`src/rtl/alarm_sequencer_if.sv`:
```
// ---------------------------------------------------------------------------
// alarm_sequencer_if
// Bundles the alarm sequencer's control inputs and status outputs.
//   systemOn       : power-on, low forces disarm
//   arm_req        : one-cycle arm request
//   disarm_req     : one-cycle disarm request
//   motion         : motion sensor, active-low (0 = motion detected)
//   tamper_counter : 4-bit tamper event count
//   enable         : detection-path enable
//   buzzer         : siren drive
//   led0           : status LED
//   state          : current state code
// master drives the controls (system side); slave is the sequencer.
// ---------------------------------------------------------------------------
interface alarm_sequencer_if;
  logic       systemOn;
  logic       arm_req;
  logic       disarm_req;
  logic       motion;
  logic [3:0] tamper_counter;
  logic       enable;
  logic       buzzer;
  logic       led0;
  logic [2:0] state;

  modport master (
    output systemOn, arm_req, disarm_req, motion, tamper_counter,
    input  enable, buzzer, led0, state
  );

  modport slave (
    input  systemOn, arm_req, disarm_req, motion, tamper_counter,
    output enable, buzzer, led0, state
  );
endinterface

```
`src/rtl/alarm_sequencer.sv`:
```
// ---------------------------------------------------------------------------
// alarm_sequencer
// Arm / exit-delay / armed / entry-delay / alarm / lockout sequencer.
//   clk   : system clock, rising edge
//   rst_n : asynchronous active-low reset
//   bus   : alarm_sequencer_if.slave (controls in, status out)
// Timed states (EXIT, ENTRY, ALARM) use one 16-bit down-timer loaded with
// N-1 on entry and left on the edge after it reaches 0, so each lasts N
// cycles. Outputs are registered from the next state/timer, so they always
// match a decode of the current state and timer registers.
// ---------------------------------------------------------------------------
module alarm_sequencer #(
  parameter int unsigned EXIT_CYCLES  = 16,
  parameter int unsigned ENTRY_CYCLES = 8,
  parameter int unsigned ALARM_CYCLES = 32,
  parameter logic [3:0]  TAMPER_LIMIT = 4'd8
) (
  input  logic            clk,
  input  logic            rst_n,
  alarm_sequencer_if.slave bus
);

  typedef enum logic [2:0] {
    DISARMED = 3'd0,
    EXIT     = 3'd1,
    ARMED    = 3'd2,
    ENTRY    = 3'd3,
    ALARM    = 3'd4,
    LOCKOUT  = 3'd5
  } state_t;

  localparam logic [15:0] EXIT_LOAD  = 16'(EXIT_CYCLES - 1);
  localparam logic [15:0] ENTRY_LOAD = 16'(ENTRY_CYCLES - 1);
  localparam logic [15:0] ALARM_LOAD = 16'(ALARM_CYCLES - 1);

  state_t      state_q, state_d;
  logic [15:0] timer_q, timer_d;
  logic        enable_q, buzzer_q, led0_q;
  logic        enable_d, buzzer_d, led0_d;
  logic        expired;

  assign expired = (timer_q == 16'd0);

  // Next-state selection, highest priority first.
  always_comb begin
    state_d = state_q;
    if (state_q == LOCKOUT) begin
      state_d = LOCKOUT;
    end else if (!bus.systemOn) begin
      state_d = DISARMED;
    end else if (bus.tamper_counter >= TAMPER_LIMIT) begin
      state_d = LOCKOUT;
    end else if (bus.disarm_req) begin
      state_d = DISARMED;
    end else begin
      case (state_q)
        DISARMED: if (bus.arm_req)  state_d = EXIT;
        EXIT:     if (expired)      state_d = ARMED;
        ARMED:    if (!bus.motion)  state_d = ENTRY;
        ENTRY:    if (expired)      state_d = ALARM;
        ALARM:    if (expired)      state_d = ARMED;
        default:                    state_d = DISARMED;
      endcase
    end
  end

  // Timer: load on entering a timed state, count down while staying,
  // held at zero everywhere else so no residue survives a state change.
  always_comb begin
    timer_d = '0;
    case (state_d)
      EXIT:    timer_d = (state_q != EXIT)  ? EXIT_LOAD  : timer_q - 16'd1;
      ENTRY:   timer_d = (state_q != ENTRY) ? ENTRY_LOAD : timer_q - 16'd1;
      ALARM:   timer_d = (state_q != ALARM) ? ALARM_LOAD : timer_q - 16'd1;
      default: timer_d = '0;
    endcase
  end

  // Output decode applied to the next state/timer.
  always_comb begin
    enable_d = 1'b0;
    buzzer_d = 1'b0;
    led0_d   = 1'b0;
    case (state_d)
      EXIT:    led0_d = timer_d[2];
      ARMED: begin
        enable_d = 1'b1;
        led0_d   = 1'b1;
      end
      ENTRY: begin
        enable_d = 1'b1;
        led0_d   = timer_d[2];
      end
      ALARM: begin
        enable_d = 1'b1;
        buzzer_d = 1'b1;
        led0_d   = 1'b1;
      end
      LOCKOUT: begin
        buzzer_d = 1'b1;
        led0_d   = 1'b1;
      end
      default: begin
        enable_d = 1'b0;
        buzzer_d = 1'b0;
        led0_d   = 1'b0;
      end
    endcase
  end

  always_ff @(posedge clk or negedge rst_n) begin
    if (!rst_n) begin
      state_q  <= DISARMED;
      timer_q  <= '0;
      enable_q <= 1'b0;
      buzzer_q <= 1'b0;
      led0_q   <= 1'b0;
    end else begin
      state_q  <= state_d;
      timer_q  <= timer_d;
      enable_q <= enable_d;
      buzzer_q <= buzzer_d;
      led0_q   <= led0_d;
    end
  end

  assign bus.state  = state_q;
  assign bus.enable = enable_q;
  assign bus.buzzer = buzzer_q;
  assign bus.led0   = led0_q;

endmodule

```
`src/flat_wrapper.sv`:
```
// flat-port wrapper written by rule: the top's interface ports become plain ports
module alarm_sequencer_flat 
#(
  parameter int unsigned EXIT_CYCLES  = 16,
  parameter int unsigned ENTRY_CYCLES = 8,
  parameter int unsigned ALARM_CYCLES = 32,
  parameter logic [3:0]  TAMPER_LIMIT = 4'd8
)
  (clk, rst_n, bus_systemOn, bus_arm_req, bus_disarm_req, bus_motion, bus_tamper_counter, bus_enable, bus_buzzer, bus_led0, bus_state);
  alarm_sequencer_if bus_i ();
  input  logic clk;
  input  logic rst_n;
  input wire logic [$bits(bus_i.systemOn)-1:0] bus_systemOn;
  input wire logic [$bits(bus_i.arm_req)-1:0] bus_arm_req;
  input wire logic [$bits(bus_i.disarm_req)-1:0] bus_disarm_req;
  input wire logic [$bits(bus_i.motion)-1:0] bus_motion;
  input wire logic [$bits(bus_i.tamper_counter)-1:0] bus_tamper_counter;
  output wire logic [$bits(bus_i.enable)-1:0] bus_enable;
  output wire logic [$bits(bus_i.buzzer)-1:0] bus_buzzer;
  output wire logic [$bits(bus_i.led0)-1:0] bus_led0;
  output wire logic [$bits(bus_i.state)-1:0] bus_state;
  assign bus_i.systemOn = bus_systemOn;
  assign bus_i.arm_req = bus_arm_req;
  assign bus_i.disarm_req = bus_disarm_req;
  assign bus_i.motion = bus_motion;
  assign bus_i.tamper_counter = bus_tamper_counter;
  assign bus_enable = bus_i.enable;
  assign bus_buzzer = bus_i.buzzer;
  assign bus_led0 = bus_i.led0;
  assign bus_state = bus_i.state;
  alarm_sequencer #(.EXIT_CYCLES(EXIT_CYCLES), .ENTRY_CYCLES(ENTRY_CYCLES), .ALARM_CYCLES(ALARM_CYCLES), .TAMPER_LIMIT(TAMPER_LIMIT)) u_core (.clk(clk), .rst_n(rst_n), .bus(bus_i));
endmodule
```
`config.mk`:
```
export PLATFORM = sky130hd
export DESIGN_NAME = alarm_sequencer_flat
export DESIGN_NICKNAME = d
export VERILOG_FILES = /design/src/rtl/alarm_sequencer_if.sv /design/src/rtl/alarm_sequencer.sv /design/src/flat_wrapper.sv
export SDC_FILE = /design/constraint.sdc
export NUM_CORES = 1
export LEC_CHECK = 0
export ABC_AREA = 1
export CAP_MARGIN = 20
export CORE_MARGIN = 3
export CORE_UTILIZATION = 57
export DETAILED_ROUTE_END_ITERATION = 7
export GPL_TIMING_DRIVEN = 0
export PLACE_DENSITY = 0.85
export SYNTH_ARGS = -nofsm -noshare
export SYNTH_HDL_FRONTEND = slang
export SYNTH_SLANG_ARGS = --single-unit
```
`constraint.sdc`:
```
create_clock -name clk -period 2.4 [get_ports clk]
set_clock_uncertainty 0.2 [all_clocks]
set_input_delay 0.72 -clock clk [delete_from_list [all_inputs] [get_ports clk]]
set_output_delay 0.72 -clock clk [all_outputs]
set_load 0.03 [all_outputs]
```
==> out/qor.yml <==
status: "completed"
grt_antenna_before_repair: 0
clkLatencyLatePin_ns: 0.32
htree_levels: 1
placement_rows: 18
wl_met1_um: 1850
dr.first_iter.drc_count: 159
min-delay-path-class: "flip-flop to flip-flop"
tritoncts: "yes"
power_mw: 1.69
min_period_ns: 2.31
die_height_um: 59.9
slew_hr: 0.347
mean_number_of_vias_per_cell: 6.02
grt_pass1_wl_um: 6400
p_leak_nw: 0.953
timing.final.setup_violations: 0
drt_wl_total_um: 4090
max_freq_ghz: 0.433
layout.cells.most_common_list: "sky130_fd_sc_hd__nand3_1, sky130_fd_sc_hd__nand2_1, sky130_fd_sc_hd__inv_1"
clkSlewWorstSetupHoldPaths_ns: 0.13
predominant_post_synthesis_flop_cell: "sky130_fd_sc_hd__dfrtp_1"
dp_hpwl_um: 2860
dr_total_vias: 1662
cts_root_buf: "sky130_fd_sc_hd__clkbuf_4"
cts_buffer_depth: 2
final.setup.tns_ns: 0
wl_met3_um: 335
asyncSetResetFlopFracSynth: 1.00
syn_inst: 226
portBuffers: 12
timing.critical_path.to_type: "flip-flop"
hold_buffer_count_at_cts: 0
maxUsedRoutingLayer: "met4"
floorplan.io_pins: 16
area_of_the_multi_input_gates_um2: 925
first_global_vias: 1370
clock_sink_count: 22
hold_slack_ns: 0.487
syn-mean-instance-area_um2: 7.33
share_of_the_cycle_needed_by_the_critical_path_after_routing: 0.963
power_per_cell_area_nw_per_um2: 886
fraction_of_final_layout_cells_with_drive_strength_greater_than_1: 0.159
syn_nets: 238
worst_ep_arrival_time_ns: 2.37
gp_congestion: 0.869
track_usage: 0.236
grt.overflow.total: 0
yosys_register_bits: 22
slew_viol_final: 0
finish.cell_count_without_fillers: 276
start_util: 0.634
number_of_iterations_in_the_first_detailed_routing_pass: 7
path_max_fanout: 5
mostFrequentLayoutCell: "sky130_fd_sc_hd__nand3_1"
actual_slew_at_the_worst_max_slew_pin_ns: 0.977
remaining_drc_errors: 0
die_area_um2: 3590
placed_cells: 268
finalHoldViolCount: 0
syn-cell-area_um2: 1660
seq_area_frac_synth: 0.332
path_class: "input pin to flip-flop"
synth_edf_count: 0
register_area_um2: 551
final_net_count: 259
layout_fillers: 214
ys_types: 25
placeableCoreArea_um2: 2610
wl_met2_um: 1860
synth_warnings: 0
worstSetupStartpointType: "input pin"
worst_ep_required_time_ns: 2.46
grt_start_max_net_pins: 23
antenna_cells_inserted: 0
avgRoutedWirePerCell_um: 14.8
ir_drop_uv: 763
die_w_um: 59.9
layout-area-overhead-vs-synth_pct: 15.0
numCtsBuffers: 3
timing.max_cap.violations: 0
postRouteAntennaNets: 0
through the flow:
| stage | utilization | worst slack, ns | instance area, µm² |
|---|---|---|---|
| after floorplan | - | 0.387 | 1660 |
| after global placement | 0.694 | -0.391 | 1810 |
| after detailed placement | 0.694 | -0.419 | 1810 |
| after CTS | 0.713 | 0.00357 | 1860 |
| after global routing | 0.729 | -0.00918 | 1910 |
| final | 0.729 | 0.0887 | 1910 |
logic make-up after synthesis:
| group | after synthesis | share of synthesized area |
|---|---|---|
| buffers and inverters | 43 | 0.113 |
| DFF | 22 | 0.332 |
| AOI/OAI and AO/OA | 17 | 0.0687 |
| adders and majority gates | 2 | 0.0151 |
| and+or+nand+nor | 129 | 0.403 |
| xor gates and xnor gates | 13 | 0.0687 |
final cells by class:
type | instances | area share
multi-input cells | 161 | 0.485
flip-flops and latches | 22 | 0.289
repair buffers | 16 | 0.0781
inverters | 35 | 0.0689
plain buffers | 8 | 0.0315
well taps | 30 | 0.0197
clock inverters | 1 | 0.0158
clock buffers | 3 | 0.0118
power breakdown:
part	switching, mW	internal (mW)	leakage, nW
clock network	0.122	0.169	0.0279
logic	0.605	0.306	0.634
registers	0.0547	0.432	0.292
flip-flops by register name (all words and copies together) (netlist names):
register / count
u_core.bus.led0: 1
u_core.bus.buzzer: 1
u_core.timer_q: 16
u_core.bus.enable: 1
u_core.bus.state: 3
path summary, 6_finish.rpt:
path / cells past startpoint / start / slack (ns) / to
setup / recovery: 9 / bus_disarm_req / 0.09 / u_core.timer_q[11]$_DFF_PN0_
min in group asynchronous: 1 / rst_n / 0.73 / u_core.bus.buzzer$_DFF_PN0_
setup reg to reg: 12 / u_core.timer_q[0]$_DFF_PN0_ / 0.10 / u_core.timer_q[11]$_DFF_PN0_
hold / removal: 3 / u_core.timer_q[0]$_DFF_PN0_ / 0.49 / u_core.timer_q[0]$_DFF_PN0_
hold reg to reg: 3 / u_core.timer_q[0]$_DFF_PN0_ / 0.49 / u_core.timer_q[0]$_DFF_PN0_
max in group asynchronous: 1 / rst_n / 0.69 / u_core.timer_q[7]$_DFF_PN0_
worst max-delay path, cell delays in order:
cell and delay [ns]:
sky130_fd_sc_hd__clkdlybuf4s50_1 0.44, sky130_fd_sc_hd__nor4_1 0.32, sky130_fd_sc_hd__o21ai_2 0.12, sky130_fd_sc_hd__nor2_4 0.18, sky130_fd_sc_hd__inv_2 0.07, sky130_fd_sc_hd__nor2_4 0.14, sky130_fd_sc_hd__buf_4 0.16, sky130_fd_sc_hd__nand3_1 0.10
sky130_fd_sc_hd__nand3_1 0.12
synth_stat cells (4+ instances only):
cell | instances | share of area
sky130_fd_sc_hd__o211ai_1 | 4 | 0.018
sky130_fd_sc_hd__inv_2 | 5 | 0.011
sky130_fd_sc_hd__nor2_1 | 18 | 0.041
sky130_fd_sc_hd__dfrtp_1 | 22 | 0.33
sky130_fd_sc_hd__nor2_4 | 4 | 0.027
sky130_fd_sc_hd__nand4_1 | 26 | 0.098
sky130_fd_sc_hd__nor2_2 | 6 | 0.023
sky130_fd_sc_hd__xnor2_1 | 5 | 0.026
sky130_fd_sc_hd__xor2_1 | 8 | 0.042
sky130_fd_sc_hd__o21ai_0 | 7 | 0.021
sky130_fd_sc_hd__nand2_1 | 30 | 0.068
sky130_fd_sc_hd__inv_1 | 30 | 0.068
sky130_fd_sc_hd__nand3_1 | 35 | 0.11
what timing repair did:
item | CTS | global route
gates resized for setup | 3 | 6
setup buffers | 0 | 4
hold endpoints to repair | 0 | 0
endpoints found under the setup margin | 13 | 16
pin swaps | 0 | 3
per-layer routing:
metal | global-route usage | vias to the layer above
met5 | 0 | -
met2 | 0.349 | 62
met3 | 0.0454 | 6
li1 | - | 801
met4 | 0.0411 | 0
met1 | 0.358 | 793
No activity file was read; power rests on OpenSTA's default activity.
